## src/rtl/bool_arbiter_if.sv

```systemverilog
// bool_arbiter_if: bundles the two request channels, the shared BOOL unit
// bus, the response channel and the operation counter of bool_arbiter.
//   slave  : arbiter side (drives readys, BOOL inputs, response, count)
//   master : environment side (requesters, BOOL unit, response consumer)
interface bool_arbiter_if #(
  parameter int WIDTH = 32,
  parameter int CNT_W = 16
);
  logic             req0_valid;
  logic [WIDTH-1:0] req0_a;
  logic [WIDTH-1:0] req0_b;
  logic [3:0]       req0_bfn;
  logic             req0_ready;

  logic             req1_valid;
  logic [WIDTH-1:0] req1_a;
  logic [WIDTH-1:0] req1_b;
  logic [3:0]       req1_bfn;
  logic             req1_ready;

  logic [WIDTH-1:0] ba;
  logic [WIDTH-1:0] bb;
  logic [3:0]       bbfn;
  logic [WIDTH-1:0] boolo;

  logic             rsp_valid;
  logic             rsp_id;
  logic [WIDTH-1:0] rsp_data;
  logic             rsp_zero;
  logic             rsp_ready;

  logic [CNT_W-1:0] op_count;

  modport slave (
    input  req0_valid, req0_a, req0_b, req0_bfn,
    output req0_ready,
    input  req1_valid, req1_a, req1_b, req1_bfn,
    output req1_ready,
    output ba, bb, bbfn,
    input  boolo,
    output rsp_valid, rsp_id, rsp_data, rsp_zero,
    input  rsp_ready,
    output op_count
  );

  modport master (
    output req0_valid, req0_a, req0_b, req0_bfn,
    input  req0_ready,
    output req1_valid, req1_a, req1_b, req1_bfn,
    input  req1_ready,
    input  ba, bb, bbfn,
    output boolo,
    input  rsp_valid, rsp_id, rsp_data, rsp_zero,
    output rsp_ready,
    input  op_count
  );
endinterface

```

## src/rtl/bool_arbiter.sv

```systemverilog
// bool_arbiter: two-requester round-robin arbiter in front of a shared
// combinational BOOL unit, with a single-entry tagged result register.
// Ports:
//   clk_i  : clock, rising edge
//   rst_i  : synchronous active-high reset
//   bus    : bool_arbiter_if.slave (requests, BOOL bus, response, op count)
//
// state | meaning
// EMPTY | result register free, rsp_valid = 0
// FULL  | result register holds a result, rsp_valid = 1
module bool_arbiter #(
  parameter int WIDTH = 32,
  parameter int CNT_W = 16
) (
  input logic          clk_i,
  input logic          rst_i,
  bool_arbiter_if.slave bus
);

  typedef enum logic {EMPTY = 1'b0, FULL = 1'b1} state_t;

  state_t           state_q, state_d;
  logic             last_q, last_d;
  logic             rsp_id_q, rsp_id_d;
  logic             rsp_zero_q, rsp_zero_d;
  logic [WIDTH-1:0] rsp_data_q, rsp_data_d;
  logic [CNT_W-1:0] op_count_q, op_count_d;

  logic acc;
  logic gnt_valid;
  logic gnt_id;
  logic hs;
  logic drain;

  // Round robin: on contention the requester that did not win last time goes.
  always_comb begin
    gnt_valid = bus.req0_valid | bus.req1_valid;
    gnt_id    = 1'b0;
    if (bus.req0_valid && bus.req1_valid) begin
      gnt_id = ~last_q;
    end else if (bus.req1_valid) begin
      gnt_id = 1'b1;
    end
  end

  // A result being taken this cycle frees the register for a new one.
  assign acc   = (state_q == EMPTY) | bus.rsp_ready;
  assign drain = (state_q == FULL) & bus.rsp_ready;

  assign bus.req0_ready = ~rst_i & acc & gnt_valid & ~gnt_id;
  assign bus.req1_ready = ~rst_i & acc & gnt_valid &  gnt_id;
  assign hs             = bus.req0_ready | bus.req1_ready;

  always_comb begin
    bus.ba   = '0;
    bus.bb   = '0;
    bus.bbfn = '0;
    if (gnt_valid) begin
      bus.ba   = gnt_id ? bus.req1_a   : bus.req0_a;
      bus.bb   = gnt_id ? bus.req1_b   : bus.req0_b;
      bus.bbfn = gnt_id ? bus.req1_bfn : bus.req0_bfn;
    end
  end

  always_comb begin
    state_d    = state_q;
    last_d     = last_q;
    rsp_id_d   = rsp_id_q;
    rsp_zero_d = rsp_zero_q;
    rsp_data_d = rsp_data_q;
    op_count_d = op_count_q + {{(CNT_W-1){1'b0}}, drain};
    case (state_q)
      EMPTY: begin
        if (hs) begin
          state_d = FULL;
        end
      end
      FULL: begin
        if (bus.rsp_ready && !hs) begin
          state_d = EMPTY;
        end
      end
      default: state_d = EMPTY;
    endcase
    if (hs) begin
      rsp_data_d = bus.boolo;
      rsp_zero_d = (bus.boolo == '0);
      rsp_id_d   = gnt_id;
      last_d     = gnt_id;
    end
  end

  always_ff @(posedge clk_i) begin
    if (rst_i) begin
      state_q    <= EMPTY;
      last_q     <= 1'b1;
      rsp_id_q   <= 1'b0;
      rsp_zero_q <= 1'b0;
      rsp_data_q <= '0;
      op_count_q <= '0;
    end else begin
      state_q    <= state_d;
      last_q     <= last_d;
      rsp_id_q   <= rsp_id_d;
      rsp_zero_q <= rsp_zero_d;
      rsp_data_q <= rsp_data_d;
      op_count_q <= op_count_d;
    end
  end

  assign bus.rsp_valid = (state_q == FULL);
  assign bus.rsp_id    = rsp_id_q;
  assign bus.rsp_zero  = rsp_zero_q;
  assign bus.rsp_data  = rsp_data_q;
  assign bus.op_count  = op_count_q;

endmodule

```

## src/flat_wrapper.sv

```systemverilog
// flat-port wrapper written by rule: the top's interface ports become plain ports
module bool_arbiter_flat 
#(
  parameter int WIDTH = 32,
  parameter int CNT_W = 16
)
  (clk_i, rst_i, bus_req0_valid, bus_req0_a, bus_req0_b, bus_req0_bfn, bus_req0_ready, bus_req1_valid, bus_req1_a, bus_req1_b, bus_req1_bfn, bus_req1_ready, bus_ba, bus_bb, bus_bbfn, bus_boolo, bus_rsp_valid, bus_rsp_id, bus_rsp_data, bus_rsp_zero, bus_rsp_ready, bus_op_count);
  bool_arbiter_if #(.WIDTH(WIDTH), .CNT_W(CNT_W)) bus_i ();
  input logic clk_i;
  input logic rst_i;
  input wire logic [$bits(bus_i.req0_valid)-1:0] bus_req0_valid;
  input wire logic [$bits(bus_i.req0_a)-1:0] bus_req0_a;
  input wire logic [$bits(bus_i.req0_b)-1:0] bus_req0_b;
  input wire logic [$bits(bus_i.req0_bfn)-1:0] bus_req0_bfn;
  output wire logic [$bits(bus_i.req0_ready)-1:0] bus_req0_ready;
  input wire logic [$bits(bus_i.req1_valid)-1:0] bus_req1_valid;
  input wire logic [$bits(bus_i.req1_a)-1:0] bus_req1_a;
  input wire logic [$bits(bus_i.req1_b)-1:0] bus_req1_b;
  input wire logic [$bits(bus_i.req1_bfn)-1:0] bus_req1_bfn;
  output wire logic [$bits(bus_i.req1_ready)-1:0] bus_req1_ready;
  output wire logic [$bits(bus_i.ba)-1:0] bus_ba;
  output wire logic [$bits(bus_i.bb)-1:0] bus_bb;
  output wire logic [$bits(bus_i.bbfn)-1:0] bus_bbfn;
  input wire logic [$bits(bus_i.boolo)-1:0] bus_boolo;
  output wire logic [$bits(bus_i.rsp_valid)-1:0] bus_rsp_valid;
  output wire logic [$bits(bus_i.rsp_id)-1:0] bus_rsp_id;
  output wire logic [$bits(bus_i.rsp_data)-1:0] bus_rsp_data;
  output wire logic [$bits(bus_i.rsp_zero)-1:0] bus_rsp_zero;
  input wire logic [$bits(bus_i.rsp_ready)-1:0] bus_rsp_ready;
  output wire logic [$bits(bus_i.op_count)-1:0] bus_op_count;
  assign bus_i.req0_valid = bus_req0_valid;
  assign bus_i.req0_a = bus_req0_a;
  assign bus_i.req0_b = bus_req0_b;
  assign bus_i.req0_bfn = bus_req0_bfn;
  assign bus_req0_ready = bus_i.req0_ready;
  assign bus_i.req1_valid = bus_req1_valid;
  assign bus_i.req1_a = bus_req1_a;
  assign bus_i.req1_b = bus_req1_b;
  assign bus_i.req1_bfn = bus_req1_bfn;
  assign bus_req1_ready = bus_i.req1_ready;
  assign bus_ba = bus_i.ba;
  assign bus_bb = bus_i.bb;
  assign bus_bbfn = bus_i.bbfn;
  assign bus_i.boolo = bus_boolo;
  assign bus_rsp_valid = bus_i.rsp_valid;
  assign bus_rsp_id = bus_i.rsp_id;
  assign bus_rsp_data = bus_i.rsp_data;
  assign bus_rsp_zero = bus_i.rsp_zero;
  assign bus_i.rsp_ready = bus_rsp_ready;
  assign bus_op_count = bus_i.op_count;
  bool_arbiter #(.WIDTH(WIDTH), .CNT_W(CNT_W)) u_core (.clk_i(clk_i), .rst_i(rst_i), .bus(bus_i));
endmodule
```

## config.mk

```make
export PLATFORM = sky130hd
export DESIGN_NAME = bool_arbiter_flat
export DESIGN_NICKNAME = d
export VERILOG_FILES = /design/src/rtl/bool_arbiter_if.sv /design/src/rtl/bool_arbiter.sv /design/src/flat_wrapper.sv
export SDC_FILE = /design/constraint.sdc
export NUM_CORES = 1
export LEC_CHECK = 0
export BUFFER_PORTS_ARGS = -buffer_cell sky130_fd_sc_hd__buf_2
export CORE_AREA = 2 2 113 115
export CTS_CLUSTER_DIAMETER = 100
export DETAILED_ROUTE_END_ITERATION = 16
export DIE_AREA = 0 0 115 117
export PLACE_DENSITY = 0.59
export SLEW_MARGIN = 10
export SYNTH_ARGS = -nofsm -noshare
export SYNTH_HDL_FRONTEND = slang
export SYNTH_SLANG_ARGS = --single-unit
```

## constraint.sdc

```tcl
create_clock -name clk_i -period 2.4 [get_ports clk_i]
set_input_delay 0.48 -clock clk_i [delete_from_list [all_inputs] [get_ports clk_i]]
set_output_delay 0.48 -clock clk_i [all_outputs]
set_load 0.01 [all_outputs]
```

=== Word-level counts from Yosys, hierarchy flattened ===
Index checks and enable logic that the tools add are counted.

* Register bits after elaboration: 52
* Bits in writable memories: 0
* Memory bits (read-only): 0
* Bits in latches: 0
* Memories kept: 0

* Reduce and logical (&&, ||, !) cells: 4
* Shift-type cells: 0
* Mux-type cells: 11
* Div/mod/pow operators: 0
* Equal/unequal tests: 0
* Bitwise gates (word level): 12
* Multipliers: 0
* Magnitude comparators: 0
* Add/subtract/negate cells: 1

{| class="wikitable"
|+ Operators by type and width
! operator !! number
|-
| 32-bit 2-to-1 mux || 4
|-
| 32-bit logical NOT || 1
|-
| 16-bit by 1-bit adder with 16-bit output || 1
|-
| 4-bit 2-to-1 mux || 2
|-
| 1-bit bitwise AND || 5
|-
| 1-bit 2-to-1 mux || 4
|-
| 1-bit NOT || 4
|-
| 1-bit bitwise OR || 3
|-
| 1-bit logical AND || 2
|-
| 1-bit case mux with 2 select lines || 1
|-
| 1-bit logical NOT || 1
|}

=== Logic depth before layout (Yosys ltp) ===
Gate-level depths: netlist (run 1).

* Depth after elaboration: 10
* Gate-level depth with buffers: 7
* Gate-level depth less buffers: 7

=== Least setup slack after synthesis (run 1) ===
Ideal clock, no wire load.

* Path type: in2out
* Start point: in bus_req0_valid
* End point: out bus_ba[26]
* Required time: 1,920 ps
* Arrival: 1,538 ps
* Stages on the path: 7
* Setup slack: 382 ps
* Path through: buf_2 a21boi_1 buf_2 buf_2 buf_2 nand2_1 o21ai_0

* Word-level cells in the longest chain between the ends: 4
* Elaborated cells on any way between the ends: 5

{| class="wikitable"
|+ Ends and longest elaborated chain
! item !! RTL line !! source
|-
| start: declaration || flat_wrapper.sv:11 || <nowiki>input wire logic [$bits(bus_i.req0_valid)-1:0] bus_req0_valid;</nowiki>
|-
| 1-bit logical AND || bool_arbiter.sv:39 || <nowiki>if (bus.req0_valid && bus.req1_valid) begin</nowiki>
|-
| 1-bit 2-to-1 mux || bool_arbiter.sv:39 ||
|-
| 32-bit 2-to-1 mux || bool_arbiter.sv:59 || <nowiki>bus.ba = gnt_id ? bus.req1_a : bus.req0_a;</nowiki>
|-
| 32-bit 2-to-1 mux * || bool_arbiter.sv:58 || <nowiki>if (gnt_valid) begin</nowiki>
|-
| end: declaration || flat_wrapper.sv:21 || <nowiki>output wire logic [$bits(bus_i.ba)-1:0] bus_ba;</nowiki>
|}

Every way passes the cells marked *; elsewhere a longest branch is shown, timed or not.

=== Worst setup path in the final report (run 1) ===
* Start point: in bus_req0_valid
* End point: out bus_ba[27]

The elaborated chain is that of the path after synthesis.

==> summary.md, run 1 <==
| Metric | Value |
|---|---|
| Vias | 4000 |
| Drt wl/cell | 13.2 µm |
| Worst r2r path cells | 7 |
| Root buffer cell | clkbuf_16 |
| First-pass GRT wire length | 16400 µm |
| Total wire length | 11900 µm |
| Hold Buf Count CTS | 0 |
| Worst min path class | input pin to flip-flop |
| Hold path startpoint | bus_boolo[7] |
| Crit path kind | input pin to output port |
| Final Wtd Congestion | 0.827 |
| # H-tree levels | 2 |
| Hold Path Stages | 3 |
| Worst Setup SP | bus_req0_valid |
| Final core utilization | 38.6% |
| Core area | 0.0123 mm² |
| Sequential area share after synthesis | 35.1% |
| Cell Area, Placed | 0.00460 mm² |
| CP endpoint | bus_ba[27] |
| Total grt overflow | 0 |
| Vias/cell | 4.44 |
| Iter 0 DRT Violations | 256 |
| Worst-margin pin slew | 0.485 ns |
| Die area | 0.0135 mm² |
| Async SR Flop Fraction | 0% |
| Ys flop type | dfxtp_1 |
| Worst-case vdd ir drop | 0.337 mV |
| Synthesized area per cell | 6.28 µm² |
| 1st-pass router iterations | 5 |
| Port-buffer cells | 293 |
| Hold Violations, Final | 0 |
| Seq cells post-synth | 52 |
| Crit path max fanout | 42 |
| Mapped cell area | 0.00296 mm² |
| Outcome | finished clean |
| Postcts setup bufs | 0 |
| Finished Cell Area | 0.00475 mm² |
| Fin nets | 924 |
| # fillers | 1342 |
| P&R area growth vs syn | 60.3% |
| Fmax | 465 MHz |
| PwrDens | 490 mW/mm² |
| Top Ports | 294 |
| Post-Syn Instances | 472 |
| MaxCap Viol Count | 0 |
| Slew margin rel. | 67.4% |
| Number of global-route vias before repair | 3306 |
| Latest clock arrival within the worst-skew pair | 0.29 ns |
| Yosys top cell by area | dfxtp_1 |
| Bufs on Longest Clock Path | 2 |
| DP Wirelength | 9440 µm |
| Startpoint types | input pin |
| Share of cells above drive strength 1 | 42.1% |
| Cts bufs inserted | 5 |
| Critical Path Sink Type | output port |
| Antenna Nets Post-Route | 0 |
| Die Span X | 115 µm |
| Worst r2r dst | u_core.bus.op_count[14]$_SDFF_PP0_ |
| CTS sink cnt | 52 |
| PostCTS Resize Cnt | 0 |
| Die Y | 117 µm |
| Clock skew | 0.00262 ns |
| Starting Density | 24.1% |
| Critical Path AT | 1.67 ns |
| Post-Synthesis Net Count | 647 |
| Yosys warns | 0 |
| Setup TNS | 0 ns |
| Post-layout minimum cycle time | 2.15 ns |
| Synth top area cells | dfxtp_1 (35%), nand2_1 (26%), o21ai_0 (14%), nand3_1 (3.7%), clkbuf_1 (3.2%) |
| Clk slew on worst S/H paths | 0.07 ns |
| Final slew viol count | 0 |
| Post-synth EDFFs | 0 |
| Critical path data required time | 1.92 ns |
| Final setup vio count | 0 |
| FF-to-FF setup slack | 0.63 ns |
| Initial antenna violation count | 1 |
| Yosys cell types | 31 |
| Synth top area share | 35.1% |
| Total track usage | 15.5% |
| Post-route DRC | 0 |
| Unrepaired setup endpoints after global routing | false |
| Hold slack | 0.385 ns |
| LEAKAGE | 2.52 nW |
| CTS tree | done |
| Number of core rows | 41 |
| Reg-to-reg critical path startpoint | u_core.bus.rsp_valid$_SDFF_PP0_ |
| Largest net degree at the start of global routing | 69 |
| Final worst path period share | 89.7% |
[sequential cells by signal, summed over array words and instances (netlist names)]
signal / flops
u_core.bus.rsp_id: 1
u_core.bus.op_count: 16
u_core.bus.rsp_data: 32
u_core.bus.rsp_zero: 1
u_core.last_q: 1
u_core.bus.rsp_valid: 1
[per-stage QoR]
step,total power [mW],worst slack [ns],cells
finish,2.33,0.248,901
global route,2.48,0.122,900
CTS,2.36,0.265,900
detailed placement,1.63,0.261,892
global placement,1.63,0.302,892
floorplan,1.26,0.382,472
[cell usage in the layout (no fill, tap or decap), drive strengths merged]
cell type	n
nor3b	1
dfxtp	52
or4	1
nor4	10
clkbuf	8
a31o	2
nor3	6
a21boi	1
and3	2
o21ai	85
nand2	204
or3	2
and4	1
o31ai	1
xnor2	7
nor2	16
inv	2
nor2b	3
a21oi	3
nand3	23
xor2	5
ha	2
buf	306
diode	1
a211o	1
and2	1
nand4	5
[worst min-delay path by stage]
| stage | to | slack, ns |
|---|---|---|
| final | u_core.bus.rsp_data[7]$_SDFFE_PP0P_ | 0.38 |
| after global routing | u_core.bus.rsp_data[31]$_SDFFE_PP0P_ | 0.38 |
| after CTS | u_core.bus.rsp_data[5]$_SDFFE_PP0P_ | 0.38 |
| after detailed placement | u_core.bus.rsp_data[5]$_SDFFE_PP0P_ | 0.44 |
| after global placement | u_core.bus.rsp_data[3]$_SDFFE_PP0P_ | 0.44 |
| after floorplan | u_core.last_q$_SDFFE_PP1P_ | 0.44 |
[cell usage after synthesis, drive strengths merged, types with 2 or more instances]
cell,instances
inv,2
nor2,16
nand2,204
xor2,5
or3,2
o21ai,85
nor2b,3
clkbuf,25
a31o,2
nand3,23
and3,2
dfxtp,52
buf,11
nand4,5
nor3,6
xnor2,7
a21oi,3
nor4,10
ha,2
[worst max-delay path, cell delays in order]
cell and delay, ns:
buf_2 0.14, a21boi_4 0.28, buf_12 0.23, buf_4 0.18
o21ai_0 0.16, buf_2 0.19
[cell type report]
class | instances | area (µm²) | area share [%]
Antenna cell | 1 | 2.50 | 0.0527
Timing Repair Buffer | 306 | 1590 | 33.4
Sequential cell | 52 | 1040 | 21.9
Inverter | 2 | 7.51 | 0.158
Tap cell | 150 | 188 | 3.95
Clock buffer | 8 | 146 | 3.08
Multi-Input combinational cell | 382 | 1780 | 37.4
[per-layer routing]
layer | GRT usage [%] | part of all wire [%] | vias to the layer above | routed length, µm
met5 | 0 | 0 | - | 0
met3 | 4.79 | 10 | 9 | 1240
li1 | - | - | 2105 | -
met4 | 3.21 | 0.83 | 0 | 99
met2 | 24.7 | 45 | 197 | 5410
met1 | 20.7 | 43 | 1689 | 5150
[cell families (layout without fill, tap and decap cells)]
family	Yosys count	count (layout)	share of synthesized area [%]
AOI/OAI and AO/OA	93	93	16.3
xor gates and xnor gates	12	12	3.55
adders and majority gates	2	2	0.844
buffers and inverters	38	316	5.45
DFF	52	52	35.1
other	0	1	0
and+or+nand+nor	275	275	38.8
[report_power, final]
part | internal [mW] | switching, mW
registers | 0.917 | 0.0261
clock network | 0.417 | 0.309
logic | 0.296 | 0.366
total | 1.63 | 0.701
(Power assumes the default switching activity.)
==> inputs of run 2 (changes only) <==
--- a/config.mk
+++ b/config.mk
@@ -10,6 +10,7 @@
 export CTS_CLUSTER_DIAMETER = 100
 export DETAILED_ROUTE_END_ITERATION = 16
 export DIE_AREA = 0 0 115 117
+export GPL_ROUTABILITY_DRIVEN = 1
 export PLACE_DENSITY = 0.59
 export SLEW_MARGIN = 10
 export SYNTH_ARGS = -nofsm -noshare
==> constraint.sdc (replaced) <==
create_clock -name clk_i -period 2.4 [get_ports clk_i]
set_input_delay 0.24 -clock clk_i [delete_from_list [all_inputs] [get_ports clk_i]]
set_output_delay 0.24 -clock clk_i [all_outputs]
set_load 0.01 [all_outputs]
==> run 2 against run 1 <==
Against the previous run: fmax increased by 13%; core utilization decreased by 0.39 points; critical path depth decreased by 2; cell count decreased by 0.44%; power decreased by 1.9%; non-clock buffer count decreased by 4; first-iteration DRC count decreased by 11%.
==> summary.md, run 2 (synthesis results as in run 1) <==
| Metric | Value |
|---|---|
| Outcome | finished clean |
| Clock skew | 0.00809 ns |
| Commonest non-fill, non-tap cell in the layout | buf_2 |
| Logic gate share of total power | 28.6% |
| CTS tree | done |
| Placed cells | 888 |
| CTS sink cnt | 52 |
| Clk slew on worst S/H paths | 0.07 ns |
| Internal | 1.59 mW |
| Critical Path Sink Type | output port |
| P_sw | 0.691 mW |
| P&R area growth vs syn | 58.7% |
| Final core utilization | 38.2% |
| Starting Density | 24.1% |
| MaxCap Viol Count | 0 |
| DP Wirelength | 9440 µm |
| First-pass GRT wire length | 16300 µm |
| Sw Ratio | 30.2% |
| Slew margin rel. | 62.3% |
| 1st-pass router iterations | 4 |
| Antenna Nets Post-Route | 0 |
| Non-Filler Instances | 897 |
| Largest net degree at the start of global routing | 120 |
| Final slew viol count | 0 |
| Finished Cell Area | 0.00470 mm² |
| Crit path kind | flip-flop to output port |
| Max reg flops | 32 |
| Latest clock arrival within the worst-skew pair | 0.28 ns |
| Cell Area, Placed | 0.00456 mm² |
| Number of global-route vias before repair | 3286 |
| Worst min path class | input pin to flip-flop |
| Top sig layer | met4 |
| Post-Route M1 WL | 5310 µm |
| Clock power frac | 30.1% |
| Critical Path AT | 1.66 ns |
| Worst Setup Slack, final | 0.504 ns |
| Top Ports | 294 |
| Bufs on Longest Clock Path | 2 |
| Total track usage | 15.1% |
| Post-route DRC | 0 |
| Die Span X | 115 µm |
| Final Wtd Congestion | 0.809 |
| Worst-case vdd ir drop | 0.297 mV |
| Setup TNS | 0 ns |
| Root buffer cell | clkbuf_16 |
| Max incr delay on CP | 0.52 ns |
| Met3 Routed Length | 977 µm |
| Crit path max fanout | 16 |
| Fmax | 527 MHz |
| Post-layout minimum cycle time | 1.90 ns |
| CP Buf/Inv Count | 1 |
| Met2 Routed Length | 5520 µm |
| Vias | 3992 |
| Place WS | 0.533 ns |
| CP Cell Sequence | nor2b_1 -> or3_1 -> nor2_1 -> buf_2 |
| Final setup vio count | 0 |
| Hold Violations, Final | 0 |
| Worst-margin pin slew | 0.565 ns |
| Final worst path period share | 79.0% |
| Cts bufs inserted | 5 |
| Die area | 0.0135 mm² |
| Port-buffer cells | 293 |
| Number of core rows | 41 |
| CP max stage cell | or3_1 |
| Critical path data required time | 2.16 ns |
| Total power draw | 2.28 mW |
| Die Y | 117 µm |
| LEAKAGE | 2.50 nW |
| Unrepaired setup endpoints after global routing | false |
| Fin nets | 920 |
| Share of cells above drive strength 1 | 41.8% |
| Vias/cell | 4.45 |
| Core area | 0.0123 mm² |
| Iter 0 DRT Violations | 228 |
| Drt wl/cell | 13.2 µm |
| # H-tree levels | 2 |
| PwrDens | 486 mW/mm² |
| PostCTS Resize Cnt | 0 |
| Startpoint types | flip-flop |
| Most frequent cells in the layout | buf_2 (293), nand2_1 (204), o21ai_0 (80) |
| Total wire length | 11900 µm |
| Sequential power share | 41.3% |
| Initial antenna violation count | 1 |
| Total grt overflow | 0 |
| Largest delay contributor family on the critical path | simple AND/OR/NAND/NOR gates |
| Hold Buf Count CTS | 0 |
| Postcts setup bufs | 0 |
| Hold slack | 0.150 ns |
[run 2: cell types whose count changed in the layout (fill, tap and decap cells not counted)]
cell | previous run | this run
buf_12 | 2 | 1
clkbuf_8 | 1 | 0
clkinv_4 | 0 | 1
buf_4 | 11 | 8
[run 2: worst paths after layout]
check / from / endpoint / slack (ns) / cells past startpoint
setup / recovery: u_core.bus.rsp_valid$_SDFF_PP0_ / bus_req0_ready / 0.50 / 4
hold / removal: bus_boolo[12] / u_core.bus.rsp_data[12]$_SDFFE_PP0P_ / 0.15 / 3
setup reg to reg: u_core.bus.rsp_valid$_SDFF_PP0_ / u_core.bus.op_count[14]$_SDFF_PP0_ / 0.62 / 7
hold reg to reg: u_core.bus.rsp_data[1]$_SDFFE_PP0P_ / u_core.bus.rsp_data[1]$_SDFFE_PP0P_ / 0.46 / 2
[run 2: power groups by stage]
stage          clock network (mW)  logic (mW)  registers (mW)
2_1_floorplan                   0       0.277           0.986
3_3_place_gp                    0       0.658           0.962
3_5_place_dp                    0       0.658           0.961
4_1_cts                     0.720       0.660           0.943
5_1_grt                     0.753       0.731           0.949
6_report                    0.688       0.653           0.943
[run 2: worst reg2reg max path, stage by stage, from the launching register on]
cell     delay [ns]
dfxtp_1        0.33
and2_1         0.12
ha_1           0.19
ha_1           0.24
nand3_1        0.18
nor4_1         0.38
xnor2_1        0.16
nor2_1         0.06
[run 2: final cells by class]
type                       count  area [µm²]
fill                        1370        7610
multi-input combinational    382        1780
timing repair buffer         302        1550
sequential                    52        1040
tap                          150         188
clock buffer                   7         133
clock inverter                 1        8.76
inverter                       2        7.51
antenna                        1        2.50
[run 2: metal layers]
layer  vias to the layer above  GRT usage, %
met1                      1711          21.1
met2                       171          24.5
li1                       2103             -
met3                         7          3.35
met4                         0          2.25
met5                         -             0
